`config.mk`:
```
export PLATFORM = sky130hd
export DESIGN_NAME = barrier8_collector
export DESIGN_NICKNAME = d
export VERILOG_FILES = /design/src/rtl/barrier8_collector.sv
export SDC_FILE = /design/constraint.sdc
export NUM_CORES = 1
export LEC_CHECK = 0
export BUFFER_PORTS_ARGS = -buffer_cell sky130_fd_sc_hd__buf_2
export CAP_MARGIN = 10
export CORE_ASPECT_RATIO = 0.8
export CORE_MARGIN = 10
export CORE_UTILIZATION = 56
export CTS_BUF_LIST = sky130_fd_sc_hd__clkbuf_8
export CTS_CLUSTER_SIZE = 28
export DETAILED_ROUTE_END_ITERATION = 6
export GPL_ROUTABILITY_DRIVEN = 0
export PLACE_DENSITY_LB_ADDON = 0.2
export SYNTH_ARGS = -nofsm -noshare
export SYNTH_HDL_FRONTEND = slang
export SYNTH_SLANG_ARGS = --single-unit
```
`constraint.sdc`:
```
create_clock -name clk -period 5.04 [get_ports clk]
set_input_delay 1.512 -clock clk [delete_from_list [all_inputs] [get_ports clk]]
set_output_delay 1.512 -clock clk [all_outputs]
set_load 0.01 [all_outputs]
```
`src/rtl/barrier8_collector.sv`:
```
// rtl/barrier8_collector.sv - eight-lane sticky arrival collector with fire pulse and watchdog
//
// Collects eight independent 1-bit arrival requests into sticky flags and
// feeds them to a downstream 8-input AND stage. When every enabled lane has
// arrived, it emits a one-cycle fire pulse and then re-arms. A watchdog
// aborts a round that stays incomplete for too long.
//
// Ports:
//   clk        rising-edge clock
//   rst        synchronous active-low reset
//   req[7:0]   per-lane arrival request, bit i = lane i
//   en_mask    lane enable; a disabled lane counts as arrived and is never stored
//   clear      synchronous abort of the current round (no pulse)
//   flags      registered sticky arrival flags, already masked by en_mask
//   all_ready  &(flags | ~en_mask), using the live en_mask
//   fire       one-cycle completion pulse
//   timeout    one-cycle watchdog-abort pulse
//   busy       high while a round is in progress or a pulse is out
//   count      popcount of flags, 0..8

module barrier8_collector #(
  parameter int unsigned UUID           = 0,
  parameter              NAME           = "",
  parameter int unsigned TIMEOUT_CYCLES = 16
) (
  input  logic       clk,
  input  logic       rst,
  input  logic [7:0] req,
  input  logic [7:0] en_mask,
  input  logic       clear,
  output logic [7:0] flags,
  output logic       all_ready,
  output logic       fire,
  output logic       timeout,
  output logic       busy,
  output logic [3:0] count
);

  typedef enum logic [1:0] {
    ST_IDLE    = 2'd0,
    ST_COLLECT = 2'd1,
    ST_FIRE    = 2'd2,
    ST_ABORT   = 2'd3
  } state_t;

  // A zero TIMEOUT_CYCLES turns the watchdog off entirely; TIMER_LAST is
  // only consulted when the watchdog is on, so its wrapped value is harmless.
  localparam bit          WATCHDOG_ON = (TIMEOUT_CYCLES != 0);
  localparam logic [15:0] TIMER_LAST  = 16'(TIMEOUT_CYCLES - 1);
  localparam logic [15:0] TIMER_MAX   = 16'hFFFF;
  localparam int          NAME_BITS   = $bits(NAME);

  // Identification parameters carry no logic; they are folded here only so
  // that they are referenced.
  logic [31:0] w_unused_ids;
  assign w_unused_ids = UUID ^ NAME_BITS;

  state_t      r_state;
  state_t      w_state_nxt;
  logic [7:0]  r_flags;
  logic [7:0]  w_flags_nxt;
  logic [15:0] r_timer;
  logic [15:0] w_timer_nxt;
  logic        r_fire;
  logic        w_fire_nxt;
  logic        r_timeout;
  logic        w_timeout_nxt;

  logic [7:0]  w_req_en;
  logic [7:0]  w_nf;
  logic [7:0]  w_nf_masked;
  logic        w_done;
  logic [3:0]  w_count;

  // Candidate flags for this edge. Masking the stored value as well drops
  // any lane that was disabled since the last edge.
  assign w_req_en    = req & en_mask;
  assign w_nf        = r_flags | w_req_en;
  assign w_nf_masked = w_nf & en_mask;

  // With an all-zero mask the reduction would be trivially true; such a
  // round must never fire.
  assign w_done = (&(w_nf | ~en_mask)) && (en_mask != 8'h00);

  always_comb begin
    w_state_nxt   = r_state;
    w_flags_nxt   = r_flags;
    w_timer_nxt   = r_timer;
    w_fire_nxt    = 1'b0;
    w_timeout_nxt = 1'b0;

    if (clear) begin
      // Requests presented with clear are discarded.
      w_state_nxt = ST_IDLE;
      w_flags_nxt = 8'h00;
      w_timer_nxt = 16'h0000;
    end else begin
      case (r_state)
        ST_IDLE: begin
          w_flags_nxt = 8'h00;
          w_timer_nxt = 16'h0000;
          if (w_done) begin
            // All enabled lanes arrived together: skip COLLECT.
            w_state_nxt = ST_FIRE;
            w_flags_nxt = w_nf_masked;
            w_fire_nxt  = 1'b1;
          end else if (w_req_en != 8'h00) begin
            w_state_nxt = ST_COLLECT;
            w_flags_nxt = w_nf_masked;
          end
        end

        ST_COLLECT: begin
          w_flags_nxt = w_nf_masked;
          if (w_done) begin
            // Completion beats a watchdog expiring on the same edge.
            w_state_nxt = ST_FIRE;
            w_fire_nxt  = 1'b1;
          end else if (WATCHDOG_ON && (r_timer == TIMER_LAST)) begin
            w_state_nxt   = ST_ABORT;
            w_timeout_nxt = 1'b1;
          end else if (r_timer != TIMER_MAX) begin
            w_timer_nxt = r_timer + 16'd1;
          end
        end

        ST_FIRE, ST_ABORT: begin
          // Pulse cycle: flags are held for the observer, req is ignored.
          w_state_nxt = ST_IDLE;
          w_flags_nxt = 8'h00;
          w_timer_nxt = 16'h0000;
        end

        default: begin
          w_state_nxt = ST_IDLE;
          w_flags_nxt = 8'h00;
          w_timer_nxt = 16'h0000;
        end
      endcase
    end
  end

  always_ff @(posedge clk) begin
    if (!rst) begin
      r_state   <= ST_IDLE;
      r_flags   <= 8'h00;
      r_timer   <= 16'h0000;
      r_fire    <= 1'b0;
      r_timeout <= 1'b0;
    end else begin
      r_state   <= w_state_nxt;
      r_flags   <= w_flags_nxt;
      r_timer   <= w_timer_nxt;
      r_fire    <= w_fire_nxt;
      r_timeout <= w_timeout_nxt;
    end
  end

  always_comb begin
    w_count = 4'd0;
    for (int i = 0; i < 8; i++) begin
      w_count = w_count + {3'b000, r_flags[i]};
    end
  end

  assign flags     = r_flags;
  assign all_ready = &(r_flags | ~en_mask);
  assign fire      = r_fire;
  assign timeout   = r_timeout;
  assign busy      = (r_state != ST_IDLE);
  assign count     = w_count;

endmodule

```
# After elaboration in Yosys (flattened, before gate mapping)
# Index checks and enable logic that the tools add are counted.
[totals]
in_bits = 19
reg_bits = 28
[op_classes]
n_bitwise = 9
n_mux = 14
eq_ne = 10
n_reduce_logical = 15
addsub = 8
[op_table]
columns = ["op", "n"]
rows = [
  ["16-bit 2-to-1 mux", 3],
  ["16-bit one-hot mux with 2 select lines", 1],
  ["8-bit OR", 3],
  ["8-bit one-hot mux with 3 select lines", 1],
  ["16-bit by 1-bit adder with 16-bit output, second input constant", 1],
  ["4-bit by 1-bit adder with 4-bit output", 4],
  ["8-bit AND", 2],
  ["16-bit by 4-bit == test with 1-bit output, second input constant", 1],
  ["8-bit 2-to-1 mux", 2],
  ["16-bit != test, second input constant", 1],
  ["8-bit AND reduction", 2],
  ["8-bit nonzero test", 2],
  ["2-bit 2-to-1 mux", 4],
  ["8-bit NOT", 1],
  ["2-bit != test, second input constant", 3],
  ["3-bit != test, second input constant", 2],
  ["2-bit one-hot mux with 3 select lines", 1],
  ["2-bit OR reduction", 3],
  ["3-bit OR reduction", 2],
  ["3-bit by 1-bit adder with 4-bit output", 1],
  ["2-bit == test, second input constant", 2],
  ["4-bit OR reduction", 1],
  ["2-bit by 1-bit adder with 3-bit output", 1],
  ["1-bit NOT", 3],
  ["other kinds (8)", 9],
]

# Depth between registers and ports, before layout
[logic_depth]
depth_word = 7
ltp_mapped = 9
mapped_depth_nobuf = 9

# Worst setup path before layout
# OpenSTA, ideal clock, no wires.
[synth_timing]
path_type = "flip-flop to output port"
start = "reg r_flags[0] (netlist: flags[0])"
end = "out count[2]"
stages_incl_launch_ff = 10
arrival_ns = 2.669
path_buffers = 0
setup_slack_ns = 0.859
required_ns = 3.528
cell_sequence = "dfxtp_1 fa_1 inv_1 fa_1 fa_1 inv_1 ha_1 inv_1 fa_1 xnor2_1"
[synth_between]
elab_chain_len = 7
[synth_lines]
columns = ["item", "line", "source"]
rows = [
  ["start: declaration", "60", "logic [7:0] r_flags;"],
  ["start signal: assignment", "152", "r_flags <= w_flags_nxt;"],
  ["1-bit by 1-bit adder with 2-bit output", "162", "w_count = w_count + {3'b000, r_flags[i]};"],
  ["2-bit by 1-bit adder with 3-bit output", "162", ""],
  ["3-bit by 1-bit adder with 4-bit output", "162", ""],
  ["4-bit by 1-bit adder with 4-bit output (4 in a row)", "162", ""],
  ["end: declaration", "36", "output logic [3:0] count"],
]
# Every way passes these cells.

# Final worst setup path
# Ends and elaborated chain as after synthesis.

==> impl_results.md <==
* Wirelength per Cell at 16.49 um
* Reg-to-Reg Start: r_timer[0]$_SDFFE_PP0P_
* Main flop type after synthesis: dfxtp_1
* Critical path buffer and inverter count at 4
* Clock Pin Slew Worst Setup and Hold Paths at 0.09 ns
* Ys async rst share at 0%
* Antenna Violating Nets Remaining at 0
* Cts hold-fix bufs at 0
* Post-CTS setup buffers at 0
* Syn Nets at 229
* Status: completed
* Drt first-iter violations at 241
* RSZ-0062 raised after global routing: no
* Pwr/cell area at 214.8 nW/um2
* Nets at 262
* Synth top area share at 32.94%
* RR Endpoint: r_timer[7]$_SDFFE_PP0P_
* Fmax at 0.2181 GHz
* Placed Cells at 268
* Syn Std Cell Area at 1702 um2
* Routed WL at 4.469 mm
* Critical path peak fanout at 4
* Yosys cell types at 48
* Post-detail-place hpwl at 3.466 mm
* Levels on crit path at 10
* Number of remaining DRC errors at 0
* Antenna Cells at 0
* Leakage at 0.7586 nW
* Setup CP Type: register to output port
* Worst Skew at 0.003938 ns
* Die ar. at 5657 um2
* Clk root buf: clkbuf_8
* Worst Tran Pin Value at 1.104 ns
* Max incr delay on CP at 0.54 ns
* Fraction of layout instances using a drive strength above 1 at 23.18%
* Slowest-stage cell, CP: fa_1
* DIE WIDTH at 81.63 um
* Crit-path leading delay family: adder cells
* CTS tree: done
* CTS buffer count at 3
* Drt first pass iters at 6
* Most common cell after layout, fill and taps aside: buf_2
* Global-route wire length before repair at 7.169 mm
* Seq/Total Area, Yosys at 32.94%
* EDFF count, synth at 0
* Synth area leaders: dfxtp_1 (33%), fa_1 (4.7%), nor2_1 (4.4%), a21oi_1 (4.1%), nand2_1 (3.8%)
* Via count at 1732
* Max-slew violation count at 0
* Count of final hold-check violations at 0
* H-tree levels at 1
* Post-cts sizing count at 0
* Area Overhead vs Synth at 11.54%
* Port buffer count at 34
* HP Class: register to register
* CP startpoint kind: register
* Worst slew margin at 25.40%
* Initial Utilization at 60.15%
* Initial antenna violation count at 0
* Minimum clock period after layout at 4.586 ns
* Num Clock Sinks at 28
* Synth Register Bits at 28
* Commonest non-fill, non-tap cells in the layout: buf_2 (34), dfxtp_1 (28), nor2_1 (20), nand2_1 (17), inv_1 (16)
* Number of vias per cell at 6.391
* Worst setup EP type: output port
* Largest net degree at the start of global routing at 24
* Worst-case reg-to-reg path depth at 6
* Chip Height at 69.31 um
* Crit path to: count[2]
* Crit. Startpoint: flags[0]$_SDFF_PP0_
* Clk buf depth at 2
* Mapped Cells at 202
* Synth warn at 0
* Tot GR Track Use at 15.25%
* Core area at 2829 um2
* Remaining global-route overflow at 0
* Yosys top cell by area: dfxtp_1
* Num rows at 17
* Flop2flop setup slack at 2.72 ns
* IO Count at 35
* Max cap viols at 0
* Post-route setup TNS at 0 ns
* Crit path cell chain: fa_1, inv_1, fa_1, fa_1, inv_1, ha_1, inv_1, fa_1, xnor2_1, buf_2
* Syn Area/Cell at 8.424 um2
* Data required time of the critical path at 3.53 ns
* Vias in the first global route at 1538
* Critical path data arrival time at 3.07 ns
* Period utilization at 90.99%
* Most used cell, CP: fa_1
* Maximum VDD drop at 0.2617 mV
* Filler-free cell count of the finished design at 271
* Clk_lat worst skew at 0.27 ns
* Setup violators final at 0
==> how the worst min path moves through the flow <==
stage | start | to | slack (ns) | depth (start not counted)
finish | r_timer[14]$_SDFFE_PP0P_ | r_timer[14]$_SDFFE_PP0P_ | 0.51 | 2
global placement | r_timer[1]$_SDFFE_PP0P_ | r_timer[1]$_SDFFE_PP0P_ | 0.48 | 2
global route | r_timer[14]$_SDFFE_PP0P_ | r_timer[14]$_SDFFE_PP0P_ | 0.53 | 2
detailed placement | r_timer[14]$_SDFFE_PP0P_ | r_timer[14]$_SDFFE_PP0P_ | 0.50 | 2
floorplan | r_state[0]$_SDFFE_PP0P_ | r_state[1]$_SDFFE_PP0P_ | 0.46 | 2
CTS | r_timer[14]$_SDFFE_PP0P_ | r_timer[14]$_SDFFE_PP0P_ | 0.51 | 2
==> sequential cells by signal, summed over array words and instances (netlist names) <==
| register | count |
|---|---|
| flags | 8 |
| r_state | 2 |
| fire | 1 |
| timeout | 1 |
| r_timer | 16 |
==> synth_stat cells (2+ instances only) <==
cell and instances:
nand2_1 17, clkbuf_8 2, o31ai_1 7, a2111oi_2 2, a21oi_1 14, nor3b_1 5
a31oi_1 3, nor2_1 20, a31o_2 4, ha_1 4, or3_2 2, nand3_1 9
a22o_1 2, and4_4 3, inv_1 16, o21ai_1 4, and3_1 2, nor4_1 6
fa_1 4, or4_1 7, and2_1 2, dfxtp_1 28, nor2b_1 3, nand4_1 2
o21ai_0 10, nor3b_2 2
==> metrics by stage <==
| step | util (%) | hold WS (ns) | setup WS, ns | cell area, um2 | power, mW |
|---|---|---|---|---|---|
| finish | 67.09 | 0.5109 | 0.4539 | 1898 | 0.4077 |
| global route | 67.09 | 0.5313 | 0.2904 | 1898 | 0.4268 |
| CTS | 67.09 | 0.5142 | 0.4404 | 1898 | 0.4094 |
| detailed placement | 65.63 | 0.5016 | 0.7484 | 1857 | 0.2911 |
| global placement | 65.63 | 0.4805 | 0.8481 | 1857 | 0.2883 |
| floorplan | - | 0.4618 | 0.8589 | 1702 | 0.2695 |
==> final cells by class <==
cell class	instances	area, um2
multi-input cells	152	1018
clock buffers	3	41.29
repair buffers	34	170.2
inverters	16	60.06
fillers	252	930.9
well taps	38	47.55
flip-flops and latches	28	560.5
==> report_power, final <==
| group | internal (mW) | switching [mW] |
|---|---|---|
| logic | 0.0238 | 0.0344 |
| registers | 0.224 | 0.00372 |
| clock network | 0.0538 | 0.0677 |
| total | 0.302 | 0.106 |
==> logic make-up (layout without fill, tap and decap cells) <==
logic type | count (synthesis) | count (layout) | synth area share (%)
xor+xnor | 1 | 1 | 0.5148
fa+ha+maj | 8 | 8 | 7.647
flops | 28 | 28 | 32.94
compound gates | 53 | 53 | 20.88
buf+inv | 22 | 53 | 7.205
simple gates | 90 | 90 | 30.81
==> tightest hold or removal path, delay by kind of cell, from the launching register on <==
family,cells,cell delay (ns)
AO/OA/AOI/OAI,2,0.12
flip-flops,1,0.35
==> metal layers <==
layer | vias to the layer above | track usage [%] | wire [um]
met3 | 12 | 4.522 | 391
met4 | 0 | 3.371 | 66
met5 | - | 0 | 0
li1 | 814 | - | -
met2 | 76 | 23.85 | 2137
met1 | 830 | 19.96 | 1874
No activity file was read; power rests on OpenSTA's default activity.
